`config.mk`:
```
export PLATFORM = sky130hd
export DESIGN_NAME = unbin_upscale
export DESIGN_NICKNAME = d
export VERILOG_FILES = /design/src/rtl/unbin_upscale.sv
export SDC_FILE = /design/constraint.sdc
export NUM_CORES = 1
export LEC_CHECK = 0
export BUFFER_PORTS_ARGS = -buffer_cell sky130_fd_sc_hd__buf_2
export CAP_MARGIN = 30
export CORE_MARGIN = 4
export CORE_UTILIZATION = 50
export CTS_CLUSTER_DIAMETER = 60
export DETAILED_ROUTE_END_ITERATION = 16
export PLACE_DENSITY = 0.66
export SLEW_MARGIN = 20
export SYNTH_ARGS = -nofsm -noshare
export SYNTH_HDL_FRONTEND = slang
export SYNTH_SLANG_ARGS = --single-unit
```
`constraint.sdc`:
```
create_clock -name clk_in -period 3.85 [get_ports clk_in]
set_input_delay 0 -clock clk_in [delete_from_list [all_inputs] [get_ports clk_in]]
set_output_delay 0 -clock clk_in [all_outputs]
set_load 0.01 [all_outputs]
```
`src/rtl/unbin_upscale.sv`:
```
// unbin_upscale
//   Nearest-neighbour upscaler that undoes the KERNEL_SIZE x KERNEL_SIZE mask
//   binning. Binned mask pixels are stored one row at a time in a two-bank
//   ping-pong line buffer. Display requests (hcount/vcount) are mapped back
//   to the binned grid, so each binned pixel is replayed as a
//   KERNEL_SIZE x KERNEL_SIZE block.
//
// Ports
//   clk_in          system clock
//   rst_in          synchronous active-high reset
//   bin_hcount_in   binned column of the incoming mask pixel
//   bin_vcount_in   binned row of the incoming mask pixel
//   bin_pixel_in    binned mask pixel
//   bin_valid_in    binned pixel valid
//   hcount_in       requested display column
//   vcount_in       requested display row
//   read_valid_in   display request valid (active area)
//   pixel_data_out  upscaled mask pixel (0 when the row is not buffered)
//   hcount_out      hcount_in delayed to line up with pixel_data_out
//   vcount_out      vcount_in delayed to line up with pixel_data_out
//   data_valid_out  read_valid_in delayed to line up with pixel_data_out
//   underrun_out    sticky until reset: a request hit an unbuffered row
module unbin_upscale #(
  parameter int HRES        = 1280,
  parameter int VRES        = 720,
  parameter int KERNEL_SIZE = 4,
  localparam int HWIDTH     = $clog2(HRES),
  localparam int VWIDTH     = $clog2(VRES),
  localparam int KW         = $clog2(KERNEL_SIZE)
) (
  input  logic                 clk_in,
  input  logic                 rst_in,
  input  logic [HWIDTH-KW-1:0] bin_hcount_in,
  input  logic [VWIDTH-KW-1:0] bin_vcount_in,
  input  logic                 bin_pixel_in,
  input  logic                 bin_valid_in,
  input  logic [HWIDTH-1:0]    hcount_in,
  input  logic [VWIDTH-1:0]    vcount_in,
  input  logic                 read_valid_in,
  output logic                 pixel_data_out,
  output logic [HWIDTH-1:0]    hcount_out,
  output logic [VWIDTH-1:0]    vcount_out,
  output logic                 data_valid_out,
  output logic                 underrun_out
);

  localparam int BW  = HRES / KERNEL_SIZE;
  localparam int BHW = HWIDTH - KW;
  localparam int BVW = VWIDTH - KW;
  localparam int AW  = (BW > 1) ? $clog2(BW) : 1;

  // Two line banks; the binned row's LSB picks the bank so consecutive rows
  // alternate and row R+1 can fill while row R is being replayed.
  logic              bank_mem [2][BW];
  logic [1:0]        bank_valid;
  logic [BVW-1:0]    bank_tag [2];

  // Write side. The compare is widened by one bit because BW itself may not
  // fit in the binned column width when HRES/KERNEL_SIZE is a power of two.
  logic              wr_en;
  logic              wr_bank;
  logic [AW-1:0]     wr_addr;

  assign wr_en   = bin_valid_in && ({1'b0, bin_hcount_in} < (BHW+1)'(BW));
  assign wr_bank = bin_vcount_in[0];
  assign wr_addr = bin_hcount_in[AW-1:0];

  // Read side: the display coordinate divided by the kernel size is the
  // binned coordinate, which gives the replication in both directions.
  logic [BVW-1:0]    rd_row;
  logic              rd_bank;
  logic [AW-1:0]     rd_addr;
  logic              rd_hit;

  assign rd_row  = vcount_in[VWIDTH-1:KW];
  assign rd_bank = rd_row[0];
  assign rd_addr = hcount_in[AW+KW-1:KW];
  // Uses the registered bank state, i.e. before this cycle's write lands.
  assign rd_hit  = bank_valid[rd_bank] && (bank_tag[rd_bank] == rd_row);

  // A row becomes readable only once its last column is written; starting a
  // new row in a bank invalidates whatever that bank held.
  always_ff @(posedge clk_in) begin
    if (rst_in) begin
      bank_valid  <= '0;
      bank_tag[0] <= '0;
      bank_tag[1] <= '0;
    end else if (wr_en) begin
      if (bin_hcount_in == '0) begin
        bank_valid[wr_bank] <= 1'b0;
      end
      if (bin_hcount_in == BHW'(BW-1)) begin
        bank_valid[wr_bank] <= 1'b1;
        bank_tag[wr_bank]   <= bin_vcount_in;
      end
    end
  end

  logic              ram_q_p1;
  logic              vld_p1;
  logic              hit_p1;
  logic [HWIDTH-1:0] hcount_p1;
  logic [VWIDTH-1:0] vcount_p1;

  // Stage p0 -> p1: RAM port A write, port B read (read-first) into the
  // array output register.
  always_ff @(posedge clk_in) begin
    if (wr_en) begin
      bank_mem[wr_bank][wr_addr] <= bin_pixel_in;
    end
    ram_q_p1 <= bank_mem[rd_bank][rd_addr];
  end

  // Stage p0 -> p1: request control and coordinates travel with the read.
  always_ff @(posedge clk_in) begin
    if (rst_in) begin
      vld_p1    <= 1'b0;
      hit_p1    <= 1'b0;
      hcount_p1 <= '0;
      vcount_p1 <= '0;
    end else begin
      vld_p1    <= read_valid_in;
      hit_p1    <= read_valid_in && rd_hit;
      hcount_p1 <= hcount_in;
      vcount_p1 <= vcount_in;
    end
  end

  // Stage p1 -> p2: RAM pipeline register doubles as the output register,
  // gated by the hit decision.
  always_ff @(posedge clk_in) begin
    if (rst_in) begin
      pixel_data_out <= 1'b0;
      hcount_out     <= '0;
      vcount_out     <= '0;
      data_valid_out <= 1'b0;
      underrun_out   <= 1'b0;
    end else begin
      pixel_data_out <= vld_p1 && hit_p1 && ram_q_p1;
      hcount_out     <= hcount_p1;
      vcount_out     <= vcount_p1;
      data_valid_out <= vld_p1;
      if (vld_p1 && !hit_p1) begin
        underrun_out <= 1'b1;
      end
    end
  end

endmodule

```
Word level (Yosys, flattened, before mapping)
Memory sizes are Yosys's and may differ from the RTL's.
Cells that the tools add are included.
Word-level totals
  output and inout port bits: 24
  input bits: 43
  memories kept: 2
  RAM bits: 656
  register bits after elaboration: 50
  word-level logic and storage cells: 62
Memory list
  bank_mem: depth 2, bits a word 320, read ports 1, clocked after memory_dff 0, write ports 1, RTL line 54  | logic bank_mem [2][BW];
  bank_tag: depth 2, bits a word 8, read ports 1, clocked after memory_dff 0, write ports 2, RTL line 56  | logic [BVW-1:0] bank_tag [2];
Cells by class
  equality and inequality tests: 2
  bitwise operators: 5
  reductions and logical operators: 11
  order comparisons: 7
  muxes and demuxes: 24
Operator list (count)
  $mux 320: 1
  $ge 10x10->1 const B: 2
  $not 9->10: 2
  $mux 1: 15
  $lt 10x1->1 const B: 1
  $bmux 1 s9: 1
  $demux 1 s9: 1
  $eq 9x9->1 const B: 1
  $logic_not 9->1: 1
  $lt 9x9->1 const B: 1
  $eq 8x8->1: 1
  $logic_and 1x1->1: 8
  $mux 2: 4
  $mux 8: 1
  $reduce_or 8->1: 1
  $lt 1x2->1 const B: 2
  $and 2x2->2: 1
  $not 2->2: 1
  $or 2x2->2: 1
  $demux 1 s1: 1
  $ge 1x1->1 const B: 1
  $logic_not 1->1: 1

Longest topological paths before layout
Gate-level depths: netlist of the first run.
  depth in word-level cells: 11
  mapped depth: 11
  gate-level depth less buffers: 7

Least setup slack after synthesis of the first run
No wires, ideal clock.
  path type: flip-flop to flip-flop
  start: memory bank_mem[1][290] (netlist name)
  end: register ram_q_p1
  path slack: 1.626 ns
  buffers on the path: 0
  required time: 3.716 ns
  arrival: 2.090 ns
  period minus slack after synthesis: 2.224 ns
  stages on the path, launching flop included: 7
  path through: edfxtp_1 -> mux4_2 -> and2_1 -> a2111oi_2 -> nor4_1 -> a311o_1 -> or4_1
Between the ends
  cells in the longest elaborated chain, start to end: 4
RTL lines
  start, declared: RTL line 54
  $mem_v2 2x320
  $bmux 1 s9: RTL line 111  | ram_q_p1 <= bank_mem[rd_bank][rd_addr];
  $mux 1 (implied by the code) (2 in series): RTL line 111
  end signal, assigned: RTL line 111
  end, declared: RTL line 99  | logic ram_q_p1;
Every way passes these cells. The select of a mux whose other input is x is not followed.
A chain may end at the register's enable or synchronous reset.

Worst setup path after layout of the first run
  start: memory bank_mem[0][293] (netlist name)
  end: register ram_q_p1
Same word-level chain as after synthesis.

==> metrics.txt, run 1 <==
# TYPE chip_impl_metric gauge
chip_impl_metric{name="vias_per_cell",unit=""} 6.16
chip_impl_metric{name="synthCells",unit=""} 2160
chip_impl_metric{name="max-clock-path-buffers",unit=""} 3
chip_impl_metric{name="detail_route.wl_per_cell",unit="um"} 26.4
chip_impl_info{name="critical_path_class",value="reg -> reg"} 1
chip_impl_info{name="cts_root_buffer",value="sky130_fd_sc_hd__clkbuf_16"} 1
chip_impl_info{name="crit_path_start_kind",value="register"} 1
chip_impl_metric{name="cts_resized",unit=""} 0
chip_impl_metric{name="worst_ep_arrival_time",unit="ns"} 3.20
chip_impl_info{name="netlist_top_cells_area",value="sky130_fd_sc_hd__edfxtp_1 66%, sky130_fd_sc_hd__mux4_2 9.1%, sky130_fd_sc_hd__nor2_1 8.2%"} 1
chip_impl_metric{name="pin_count_of_the_biggest_net_entering_global_routing",unit=""} 180
chip_impl_metric{name="power_leakage",unit="uW"} 0.0107
chip_impl_metric{name="post_layout_inst_area",unit="sq um"} 34100
chip_impl_info{name="post-synth-top-count-cell",value="sky130_fd_sc_hd__edfxtp_1"} 1
chip_impl_metric{name="intPower",unit="uW"} 12800
chip_impl_metric{name="synthesis.nets",unit=""} 2203
chip_impl_metric{name="design.die.area",unit="sq um"} 64100
chip_impl_metric{name="seq_area_frac_synth",unit=""} 0.688
chip_impl_metric{name="seq_power_share",unit=""} 0.514
chip_impl_metric{name="port_buffers",unit=""} 66
chip_impl_metric{name="wl",unit="mm"} 80.9
chip_impl_metric{name="route.vias.total",unit=""} 18879
chip_impl_metric{name="io-pin-count",unit=""} 67
chip_impl_metric{name="setup_viol",unit=""} 0
chip_impl_metric{name="clock_power_share",unit=""} 0.433
chip_impl_metric{name="cts_made_buffers",unit=""} 75
chip_impl_info{name="worstHoldPathType",value="in -> reg"} 1
chip_impl_metric{name="grt_first_pass_wirelength",unit="mm"} 120
chip_impl_metric{name="layout.nets",unit=""} 2271
chip_impl_metric{name="remaining_drc_errors",unit=""} 0
chip_impl_info{name="synth_common_cells",value="656 x sky130_fd_sc_hd__edfxtp_1, 655 x sky130_fd_sc_hd__nor2_1, 133 x sky130_fd_sc_hd__clkbuf_1, 122 x sky130_fd_sc_hd__mux4_2, 95 x sky130_fd_sc_hd__mux2i_1"} 1
chip_impl_metric{name="post_synth.cell_area_avg",unit="sq um"} 13.9
chip_impl_metric{name="netSwitchingFraction",unit=""} 0.217
chip_impl_metric{name="timing_worst_slew_pin_value",unit="ns"} 1.03
chip_impl_metric{name="area.growth.synth_to_final",unit="%"} 13.6
chip_impl_metric{name="vdd.ir_drop.worst",unit="V"} 0.000396
chip_impl_metric{name="maxClockFrequency",unit="GHz"} 0.367
chip_impl_metric{name="power_density_normalized_to_cell_area",unit="nW/um^2"} 480
chip_impl_info{name="yosys.area.top_type",value="sky130_fd_sc_hd__edfxtp_1"} 1
chip_impl_metric{name="post_route_cells_drive_above_1_share",unit=""} 0.168
chip_impl_metric{name="cts.sink_count",unit=""} 706
chip_impl_metric{name="count_of_standard_cell_rows",unit=""} 89
chip_impl_metric{name="synth.distinct_cells",unit=""} 58
chip_impl_metric{name="clock-skew-final",unit="ns"} 0.0197
chip_impl_info{name="grt_setup_unrepaired",value="no"} 1
chip_impl_metric{name="post_dp_cell_area",unit="sq um"} 31300
chip_impl_metric{name="grt_pass1_vias",unit=""} 18817
chip_impl_metric{name="async_reset_ff_frac",unit=""} 0
chip_impl_metric{name="min_period_over_period",unit=""} 0.707
chip_impl_metric{name="ctsHtreeMaxLevel",unit=""} 3
chip_impl_info{name="ys.flop_type",value="sky130_fd_sc_hd__edfxtp_1"} 1
chip_impl_metric{name="dieHeight",unit="um"} 253
chip_impl_info{name="crit_path_end_kind",value="register"} 1
chip_impl_metric{name="period_needed",unit="ns"} 2.72
chip_impl_metric{name="total_of_flip_flops_plus_latches_after_synthesis",unit=""} 706
chip_impl_metric{name="max_cap_viol_count",unit=""} 0
chip_impl_metric{name="clk_latency",unit="ns"} 0.63
chip_impl_metric{name="tns",unit="ns"} 0
chip_impl_metric{name="netlist.area_leader.share",unit=""} 0.655
chip_impl_metric{name="power.share.combinational",unit=""} 0.053
chip_impl_metric{name="ys_warns",unit=""} 0
chip_impl_metric{name="cts.clk_slew.worst_paths",unit="ns"} 0.06
chip_impl_metric{name="grt.total_usage",unit=""} 0.255
chip_impl_metric{name="max-slew-margin-rel",unit=""} 0.314
chip_impl_metric{name="first_iter_violations",unit=""} 2436
chip_impl_metric{name="route.antenna.remaining_nets",unit=""} 0
chip_impl_metric{name="report.final.hold_viol_count",unit=""} 0
chip_impl_metric{name="power.switching",unit="uW"} 3550
chip_impl_metric{name="initial_core_util",unit=""} 0.508
chip_impl_metric{name="critPathMaxFanout",unit=""} 1
chip_impl_metric{name="post_cts.repair.setup_buffers",unit=""} 0
chip_impl_metric{name="timing.final.max_slew_violations",unit=""} 0
chip_impl_metric{name="first_pass_iters",unit=""} 5
chip_impl_metric{name="global_route.overflow_total",unit=""} 0
chip_impl_info{name="outcome",value="complete, no violations"} 1
chip_impl_metric{name="hold_ws",unit="ns"} 0.0467
chip_impl_metric{name="die-width",unit="um"} 253
chip_impl_metric{name="number_of_antenna_violations_at_the_first_check_in_global_routing",unit=""} 7
chip_impl_info{name="tritoncts",value="done"} 1
chip_impl_metric{name="gp_congestion",unit=""} 0.843
chip_impl_metric{name="dpl_wire_length",unit="mm"} 46.8
chip_impl_metric{name="critPathRequiredTime",unit="ns"} 4.33
chip_impl_metric{name="synth.cell_area",unit="sq um"} 30100
chip_impl_metric{name="cts_hold_repair.buffers",unit=""} 44
chip_impl_metric{name="synth_edf_count",unit=""} 656
chip_impl_metric{name="core",unit="sq um"} 59200
[final cells by class]
type	count	area [sq um]
repair buffers	180	1500
diodes	3	7.51
clock buffers	101	2130
well taps	773	967
inverters	7	26.3
clock inverters	35	273
fillers	4659	25100
multi-input cells	1258	8540
flip-flops and latches	706	20700
[critical path, cell delays in order (launching register included)]
cell and delay [ns]:
sky130_fd_sc_hd__edfxtp_1 0.36, sky130_fd_sc_hd__mux4_2 0.48, sky130_fd_sc_hd__mux2i_1 0.30, sky130_fd_sc_hd__nand2_1 0.10
sky130_fd_sc_hd__a311oi_1 0.43, sky130_fd_sc_hd__nor4_1 0.09, sky130_fd_sc_hd__a311o_1 0.37, sky130_fd_sc_hd__or4_1 0.47
[power groups by stage]
stage	sequential, uW	clock (uW)	combinational, uW
final	8420	7090	867
after global routing	8420	7500	917
after CTS	8420	7160	858
after detailed placement	8580	0	822
after global placement	8580	0	804
after floorplan	8580	0	461
[logic make-up (layout without fill, tap and decap cells)]
logic type      count (synthesis)  count (layout)  synth area share
simple gates                  905             905             0.127
flops                         706             706             0.688
mux                           218             218             0.123
buf+inv                       196             323            0.0283
compound gates                127             127            0.0307
xor+xnor                        7               7           0.00204
other cells                     1               4          0.000125
[routing by layer]
layer	global-route usage	vias up	share of wire
li1	-	8054	-
met1	0.349	9595	0.39
met2	0.417	1028	0.48
met3	0.0560	196	0.10
met4	0.0739	6	0.032
met5	0	-	0.00042
[final timing paths]
| check | start | endpoint | slack, ns | depth (start not counted) |
|---|---|---|---|---|
| worst max-delay path | bank_mem[0][293] | ram_q_p1 | 1.13 | 7 |
| worst min-delay path | bin_valid_in | bank_mem[1][306] | 0.05 | 4 |
| worst max register to register | bank_mem[0][293] | ram_q_p1 | 1.13 | 7 |
| worst min register to register | vcount_p1[3] | vcount_out[3] | 0.43 | 1 |
[layout by cell type (no fill, tap or decap), drive strengths merged, types with 13 or more instances in the layout]
cell,instances
edfxtp,656
nor2,655
buf,136
mux4,122
clkbuf,101
mux2i,95
nand2,56
nor2b,51
dfxtp,50
dlygate4sd3,44
nand3,35
nor3,32
o221ai,32
clkinv,26
a21oi,25
and2,19
o21ai,14
or2,13
[flip-flops by register name, summed over array words and instances, names as in the netlist, named ones only]
register	flops
hcount_out	11
vcount_out	10
bank_mem	640
pixel_data_out	1
data_valid_out	1
bank_tag	16
vld_p1	1
vcount_p1	10
ram_q_p1	1
underrun_out	1
hcount_p1	11
hit_p1	1
[through the flow]
stage | setup WS, ns | utilization | instances | power (uW)
after floorplan | 1.63 | - | 2160 | 9050
after global placement | 0.782 | 0.526 | 2871 | 9390
after detailed placement | 0.777 | 0.528 | 2879 | 9400
after CTS | 1.10 | 0.576 | 3059 | 16400
after global routing | 1.07 | 0.576 | 3062 | 16800
final | 1.13 | 0.576 | 3063 | 16400
(Power assumes the default switching activity.)
==> inputs of run 2 (changes only) <==
==> constraint.sdc (replaced) <==
create_clock -name clk_in -period 2.82 [get_ports clk_in]
set_input_delay 0 -clock clk_in [delete_from_list [all_inputs] [get_ports clk_in]]
set_output_delay 0 -clock clk_in [all_outputs]
set_load 0.01 [all_outputs]
==> run 2 against run 1 <==
Against the previous run: global-route usage down 0.37 points; via count up 0.30%; design area up 0.97%; sequential share of layout area down 0.58 points; critical path depth unchanged; first-iteration DRC count down 7.6%; count of clock-buffer cells in the layout up 6; register-to-register slack worse by 1.0 ns; setup slack worse by 1.0 ns; clock skew up 0.0050 ns; flip-flop and latch count unchanged; critical path type unchanged; largest cell class unchanged.
==> metrics.txt, run 2 (synthesis gave the netlist of run 1 again) <==
# TYPE chip_impl_metric gauge
chip_impl_metric{name="cts_made_buffers",unit=""} 73
chip_impl_metric{name="max-clock-path-buffers",unit=""} 3
chip_impl_metric{name="remaining_drc_errors",unit=""} 0
chip_impl_metric{name="gp_congestion",unit=""} 0.893
chip_impl_metric{name="area.growth.synth_to_final",unit="%"} 14.7
chip_impl_info{name="worstHoldPathType",value="in -> reg"} 1
chip_impl_metric{name="power.share.combinational",unit=""} 0.057
chip_impl_info{name="tritoncts",value="done"} 1
chip_impl_metric{name="power_leakage",unit="uW"} 0.0109
chip_impl_metric{name="count_of_standard_cell_rows",unit=""} 89
chip_impl_metric{name="core",unit="sq um"} 59200
chip_impl_metric{name="cts.clk_slew.worst_paths",unit="ns"} 0.06
chip_impl_info{name="crit_path_end_kind",value="register"} 1
chip_impl_metric{name="first_iter_violations",unit=""} 2250
chip_impl_metric{name="dieHeight",unit="um"} 253
chip_impl_metric{name="placed_cells_incl_taps",unit=""} 2950
chip_impl_info{name="layout_top_registers",value="bank_mem: 640 flops, bank_tag: 16 flops"} 1
chip_impl_metric{name="vdd.ir_drop.worst",unit="V"} 0.000521
chip_impl_metric{name="number_of_antenna_violations_at_the_first_check_in_global_routing",unit=""} 4
chip_impl_metric{name="combined_flip_flop_and_latch_cell_area",unit="sq um"} 20700
chip_impl_metric{name="timing.critical_path.buf_inv",unit=""} 0
chip_impl_metric{name="period_needed",unit="ns"} 2.70
chip_impl_metric{name="design.die.area",unit="sq um"} 64100
chip_impl_metric{name="clock-skew-final",unit="ns"} 0.0246
chip_impl_metric{name="critPathMaxFanout",unit=""} 1
chip_impl_metric{name="multi_input_comb_area",unit="sq um"} 8520
chip_impl_info{name="outcome",value="complete, no violations"} 1
chip_impl_metric{name="clock_power_share",unit=""} 0.421
chip_impl_metric{name="clk_latency",unit="ns"} 0.62
chip_impl_metric{name="cts.sink_count",unit=""} 706
chip_impl_metric{name="seq_power_share",unit=""} 0.523
chip_impl_metric{name="grt_first_pass_wirelength",unit="mm"} 119
chip_impl_metric{name="timing_worst_slew_pin_value",unit="ns"} 0.826
chip_impl_metric{name="post_route_cells_drive_above_1_share",unit=""} 0.189
chip_impl_metric{name="port_buffers",unit=""} 66
chip_impl_metric{name="wl",unit="mm"} 79.9
chip_impl_info{name="path_delay_family",value="compound AO/OA/AOI/OAI gates"} 1
chip_impl_info{name="layout.cells.most_common_list",value="656 x sky130_fd_sc_hd__edfxtp_1, 655 x sky130_fd_sc_hd__nor2_1, 122 x sky130_fd_sc_hd__mux4_2"} 1
chip_impl_metric{name="setup_viol",unit=""} 0
chip_impl_metric{name="largest_reg_flops",unit=""} 640
chip_impl_metric{name="ctsHtreeMaxLevel",unit=""} 3
chip_impl_metric{name="route.antenna.remaining_nets",unit=""} 0
chip_impl_metric{name="critPathRequiredTime",unit="ns"} 3.32
chip_impl_metric{name="max-slew-margin-rel",unit=""} 0.449
chip_impl_metric{name="cts_resized",unit=""} 0
chip_impl_info{name="grt_setup_unrepaired",value="no"} 1
chip_impl_info{name="critical_path_class",value="reg -> reg"} 1
chip_impl_metric{name="first_pass_iters",unit=""} 6
chip_impl_metric{name="min_period_over_period",unit=""} 0.956
chip_impl_info{name="cp_slowest_cell",value="sky130_fd_sc_hd__or4_1"} 1
chip_impl_metric{name="initial_core_util",unit=""} 0.508
chip_impl_metric{name="io-pin-count",unit=""} 67
chip_impl_metric{name="power.total",unit="uW"} 22000
chip_impl_info{name="cp_cell_sequence",value="mux4_2 -> a22oi_1 -> nand2_1 -> o31ai_1 -> nor4_1 -> a311o_1 -> or4_1"} 1
chip_impl_metric{name="grt.total_usage",unit=""} 0.251
chip_impl_metric{name="layout.nets",unit=""} 2330
chip_impl_metric{name="dpl_worst_slack",unit="ns"} 0.127
chip_impl_metric{name="intPower",unit="uW"} 17300
chip_impl_metric{name="dpl_wire_length",unit="mm"} 48.3
chip_impl_metric{name="setup_ws",unit="ns"} 0.124
chip_impl_metric{name="worst_ep_arrival_time",unit="ns"} 3.19
chip_impl_metric{name="maxClockFrequency",unit="GHz"} 0.371
chip_impl_metric{name="hold_ws",unit="ns"} 0.0433
chip_impl_info{name="mostFrequentLayoutCell",value="sky130_fd_sc_hd__edfxtp_1"} 1
chip_impl_metric{name="netSwitchingFraction",unit=""} 0.213
chip_impl_metric{name="max_cap_viol_count",unit=""} 0
chip_impl_info{name="cts_root_buffer",value="sky130_fd_sc_hd__clkbuf_16"} 1
chip_impl_metric{name="vias_per_cell",unit=""} 6.08
chip_impl_metric{name="power.switching",unit="uW"} 4690
chip_impl_metric{name="tns",unit="ns"} 0
chip_impl_metric{name="detail_route.wl_per_cell",unit="um"} 25.6
chip_impl_info{name="crit_path_start_kind",value="register"} 1
chip_impl_metric{name="die-width",unit="um"} 253
chip_impl_metric{name="report.final.hold_viol_count",unit=""} 0
chip_impl_metric{name="cp_slowest_stage_delay",unit="ns"} 0.48
chip_impl_metric{name="timing.final.max_slew_violations",unit=""} 0
chip_impl_metric{name="n_fill_cell",unit=""} 4735
chip_impl_metric{name="power_density_normalized_to_cell_area",unit="nW/um^2"} 638
chip_impl_metric{name="grt_pass1_vias",unit=""} 19024
chip_impl_metric{name="global_route.overflow_total",unit=""} 0
chip_impl_metric{name="route.vias.total",unit=""} 18936
chip_impl_info{name="largest_register",value="bank_mem"} 1
chip_impl_metric{name="finalNonFillerCells",unit=""} 3115
chip_impl_metric{name="pin_count_of_the_biggest_net_entering_global_routing",unit=""} 197
[run 2: timing repair]
item | CTS | global route
buffers inserted | 0 | 0
hold endpoints to repair | 97 | 0
hold buffers | 35 | 0
[run 2: power groups by stage]
stage	registers [uW]	logic, uW	clock network [uW]
floorplan	11700	630	0
global placement	11700	1180	0
detailed placement	11700	1200	0
CTS	11500	1240	9410
global route	11500	1320	9830
finish	11500	1250	9250
[run 2: cell type report]
cell class / instances / share of cell area
Clock inverter: 22 / 0.00472
Sequential cell: 706 / 0.600
Tap cell: 773 / 0.0281
Inverter: 7 / 0.000762
Antenna cell: 1 / 0.0000726
Multi-Input combinational cell: 1258 / 0.247
Clock buffer: 107 / 0.0610
Timing Repair Buffer: 241 / 0.0579
[run 2: final timing paths]
check	endpoint	cells after the start	from	slack, ns
hold reg to reg	vcount_out[6]	1	vcount_p1[6]	0.43
setup / recovery	ram_q_p1	7	bank_mem[0][266]	0.12
hold / removal	bank_mem[1][318]	5	bin_hcount_in[3]	0.04
setup reg to reg	ram_q_p1	7	bank_mem[0][266]	0.12
[run 2: stage by stage]
stage / util / cell area (sq um)
global placement: 0.538 / 31900
finish: 0.582 / 34500
global route: 0.582 / 34500
floorplan: - / 30100
detailed placement: 0.538 / 31900
CTS: 0.582 / 34500
[run 2: worst register-to-register path: cells and delay by family (launching register included)]
kind            cells  cell delay (ns)
flops               1             0.37
compound gates      3             0.97
mux                 1             0.46
simple gates        3             0.78
[run 2: routing by layer]
layer	track usage	wire length, um
met1	0.340	31100
met2	0.415	39000
met3	0.0487	7090
met4	0.0848	2590
met5	0	30
==> inputs of run 3 (changes only) <==
==> constraint.sdc (replaced) <==
create_clock -name clk_in -period 2.82 [get_ports clk_in]
set_input_delay 0.564 -clock clk_in [delete_from_list [all_inputs] [get_ports clk_in]]
set_output_delay 0.564 -clock clk_in [all_outputs]
set_load 0.01 [all_outputs]
==> run 3 against run 2 <==
Against the previous run: sequential share of layout area fell by 1.4 points; highest routed layer unchanged; count of clock-buffer cells in the layout fell by 7; wire length rose by 1.4%; critical endpoint unchanged; flip-flop and latch count did not move.
==> metrics.txt, run 3 (synthesis gave the netlist of run 1 again) <==
# TYPE chip_impl_metric gauge
chip_impl_metric{name="critPathRequiredTime",unit="ns"} 3.30
chip_impl_info{name="hp-start",value="vcount_in[1]"} 1
chip_impl_metric{name="global_route.overflow_total",unit=""} 0
chip_impl_metric{name="largest_reg_flops",unit=""} 640
chip_impl_metric{name="grt.met1_usage",unit=""} 0.345
chip_impl_info{name="largest_register",value="bank_mem"} 1
chip_impl_info{name="grt_setup_unrepaired",value="no"} 1
chip_impl_info{name="crit_path_start_kind",value="input port"} 1
chip_impl_metric{name="number_of_antenna_violations_at_the_first_check_in_global_routing",unit=""} 2
chip_impl_metric{name="setup_viol",unit=""} 0
chip_impl_info{name="most_heavily_used_metal_layer_in_global_routing",value="met2"} 1
chip_impl_info{name="outcome",value="complete, no violations"} 1
chip_impl_metric{name="remaining_drc_errors",unit=""} 0
chip_impl_metric{name="clock-skew-final",unit="ns"} 0.0149
chip_impl_metric{name="cts_made_buffers",unit=""} 72
chip_impl_info{name="cp_common_cell",value="sky130_fd_sc_hd__buf_12"} 1
chip_impl_metric{name="grt_util_met3",unit=""} 0.0642
chip_impl_metric{name="cts_hold_repair.buffers",unit=""} 0
chip_impl_metric{name="critPathMaxFanout",unit=""} 22
chip_impl_info{name="cp-startpoint",value="vcount_in[2]"} 1
chip_impl_metric{name="min_period_over_period",unit=""} 0.931
chip_impl_metric{name="power_density_normalized_to_cell_area",unit="nW/um^2"} 617
chip_impl_metric{name="route.antenna.remaining_nets",unit=""} 0
chip_impl_metric{name="maxClockFrequency",unit="GHz"} 0.381
chip_impl_metric{name="max-clock-path-buffers",unit=""} 3
chip_impl_metric{name="post_layout_inst_area",unit="sq um"} 35300
chip_impl_info{name="critical_path_class",value="in -> reg"} 1
chip_impl_metric{name="cts.clk_slew.worst_paths",unit="ns"} 0.06
chip_impl_metric{name="post_route_cells_drive_above_1_share",unit=""} 0.228
chip_impl_info{name="layout.cells.most_common_list",value="656 x sky130_fd_sc_hd__edfxtp_1, 655 x sky130_fd_sc_hd__nor2_1, 194 x sky130_fd_sc_hd__buf_4"} 1
chip_impl_metric{name="io-pin-count",unit=""} 67
chip_impl_metric{name="timing.critical_path.buf_inv",unit=""} 4
chip_impl_metric{name="first_pass_iters",unit=""} 7
chip_impl_info{name="tritoncts",value="done"} 1
chip_impl_metric{name="vias_per_cell",unit=""} 5.99
chip_impl_metric{name="dieHeight",unit="um"} 253
chip_impl_metric{name="route.vias.total",unit=""} 19092
chip_impl_metric{name="finalCoreUtilization",unit=""} 0.596
chip_impl_metric{name="grt_pass1_vias",unit=""} 18959
chip_impl_info{name="worstHoldPathType",value="in -> reg"} 1
chip_impl_info{name="critical_path.reg2reg.startpoint",value="bank_mem[1][293]"} 1
chip_impl_metric{name="power_leakage",unit="uW"} 0.0114
chip_impl_info{name="mostFrequentLayoutCell",value="sky130_fd_sc_hd__edfxtp_1"} 1
chip_impl_metric{name="post_cts.repair.setup_buffers",unit=""} 0
chip_impl_metric{name="clock_power_share",unit=""} 0.411
chip_impl_metric{name="clk_latency",unit="ns"} 0.62
chip_impl_metric{name="timing.hold.worst_path_depth",unit=""} 2
chip_impl_metric{name="power.total",unit="uW"} 21800
chip_impl_metric{name="report.final.hold_viol_count",unit=""} 0
chip_impl_metric{name="grt.total_usage",unit=""} 0.255
chip_impl_metric{name="timing_worst_slew_pin_value",unit="ns"} 0.850
chip_impl_metric{name="period_needed",unit="ns"} 2.62
chip_impl_info{name="layout_top_registers",value="bank_mem: 640 flops, bank_tag: 16 flops"} 1
chip_impl_metric{name="power.switching",unit="uW"} 4680
chip_impl_metric{name="power.share.combinational",unit=""} 0.062
chip_impl_metric{name="n_fill_cell",unit=""} 4661
chip_impl_info{name="cp_slowest_cell",value="sky130_fd_sc_hd__mux4_2"} 1
chip_impl_metric{name="count_of_standard_cell_rows",unit=""} 89
chip_impl_metric{name="max_cap_viol_count",unit=""} 0
chip_impl_metric{name="critical_path_depth",unit=""} 10
chip_impl_metric{name="grt_first_pass_wirelength",unit="mm"} 120
chip_impl_metric{name="design.die.area",unit="sq um"} 64100
chip_impl_metric{name="post_dp_cell_area",unit="sq um"} 33100
chip_impl_info{name="cp_cell_sequence",value="buf_8 -> buf_12 -> buf_12 -> mux4_2 -> a2111oi_0 -> buf_4 -> a31oi_1 -> nand4_1 -> o32ai_1 -> or4_1"} 1
chip_impl_metric{name="use_met2",unit=""} 0.414
chip_impl_metric{name="worst-r2r-cell-count",unit=""} 7
chip_impl_metric{name="layout.nets",unit=""} 2404
chip_impl_metric{name="wl",unit="mm"} 81.0
chip_impl_info{name="cts_root_buffer",value="sky130_fd_sc_hd__clkbuf_16"} 1
chip_impl_info{name="crit_path_end_kind",value="register"} 1
chip_impl_metric{name="netSwitchingFraction",unit=""} 0.215
chip_impl_metric{name="vdd.ir_drop.worst",unit="V"} 0.000550
chip_impl_metric{name="area.growth.synth_to_final",unit="%"} 17.5
chip_impl_metric{name="intPower",unit="uW"} 17100
chip_impl_info{name="path_delay_family",value="buffers and inverters"} 1
chip_impl_metric{name="initial_core_util",unit=""} 0.508
chip_impl_metric{name="core",unit="sq um"} 59200
chip_impl_metric{name="cp_slowest_stage_delay",unit="ns"} 0.52
chip_impl_metric{name="timing.final.max_slew_violations",unit=""} 0
chip_impl_metric{name="seq_power_share",unit=""} 0.528
chip_impl_metric{name="die-width",unit="um"} 253
chip_impl_metric{name="cts_resized",unit=""} 0
chip_impl_metric{name="cts.sink_count",unit=""} 706
chip_impl_metric{name="max-slew-margin-rel",unit=""} 0.434
chip_impl_metric{name="hold_ws",unit="ns"} 0.162
chip_impl_metric{name="pin_count_of_the_biggest_net_entering_global_routing",unit=""} 186
chip_impl_metric{name="port_buffers",unit=""} 66
chip_impl_metric{name="detail_route.wl_per_cell",unit="um"} 25.4
chip_impl_metric{name="first_iter_violations",unit=""} 2537
chip_impl_metric{name="worst_ep_arrival_time",unit="ns"} 3.10
chip_impl_metric{name="ctsHtreeMaxLevel",unit=""} 3
chip_impl_metric{name="dpl_wire_length",unit="mm"} 50.7
chip_impl_metric{name="gp_congestion",unit=""} 0.882
==> run 3: cell count changes in the layout (fill, tap and decap cells not counted), sizes merged <==
cell	change
buf	+110
dlygate4sd3	-35
clkbuf	-7
inv	+4
clkinvlp	+1
==> run 3: layer usage <==
metal  routed length (um)  part of all wire
met1                30500              0.38
met2                39300              0.49
met3                 8730              0.11
met4                 2480             0.031
met5                    8          0.000099
==> run 3: cell type report <==
cell class                      instances  area, sq um  area share
Clock inverter                         27          203     0.00574
Sequential cell                       706        20700       0.586
Tap cell                              773          967      0.0274
Clock buffer                          100         1970      0.0558
Antenna cell                            1         2.50   0.0000708
Inverter                                7         26.3    0.000744
Timing Repair Buffer                  316         2930      0.0831
Multi-Input combinational cell       1258         8520       0.241
==> run 3: worst paths after layout <==
check | to | slack (ns)
max | ram_q_p1 | 0.20
min | vcount_p1[1] | 0.16
max reg2reg | ram_q_p1 | 0.20
min reg2reg | vcount_out[3] | 0.43
==> run 3: per-stage QoR <==
step / TNS [ns] / std cells / setup WS (ns)
3_3_place_gp: -0.442 / 3060 / -0.442
5_1_grt: 0 / 3187 / 0.0636
2_1_floorplan: 0 / 2160 / 0.0349
3_5_place_dp: -0.421 / 3060 / -0.421
6_report: 0 / 3188 / 0.195
4_1_cts: 0 / 3187 / 0.135
==> run 3: power groups by stage <==
stage                     logic, uW  registers, uW  clock network, uW
after global placement         1310          11700                  0
after CTS                      1330          11500               9060
after floorplan                 630          11700                  0
after global routing           1420          11500               9520
after detailed placement       1330          11700                  0
final                          1340          11500               8950
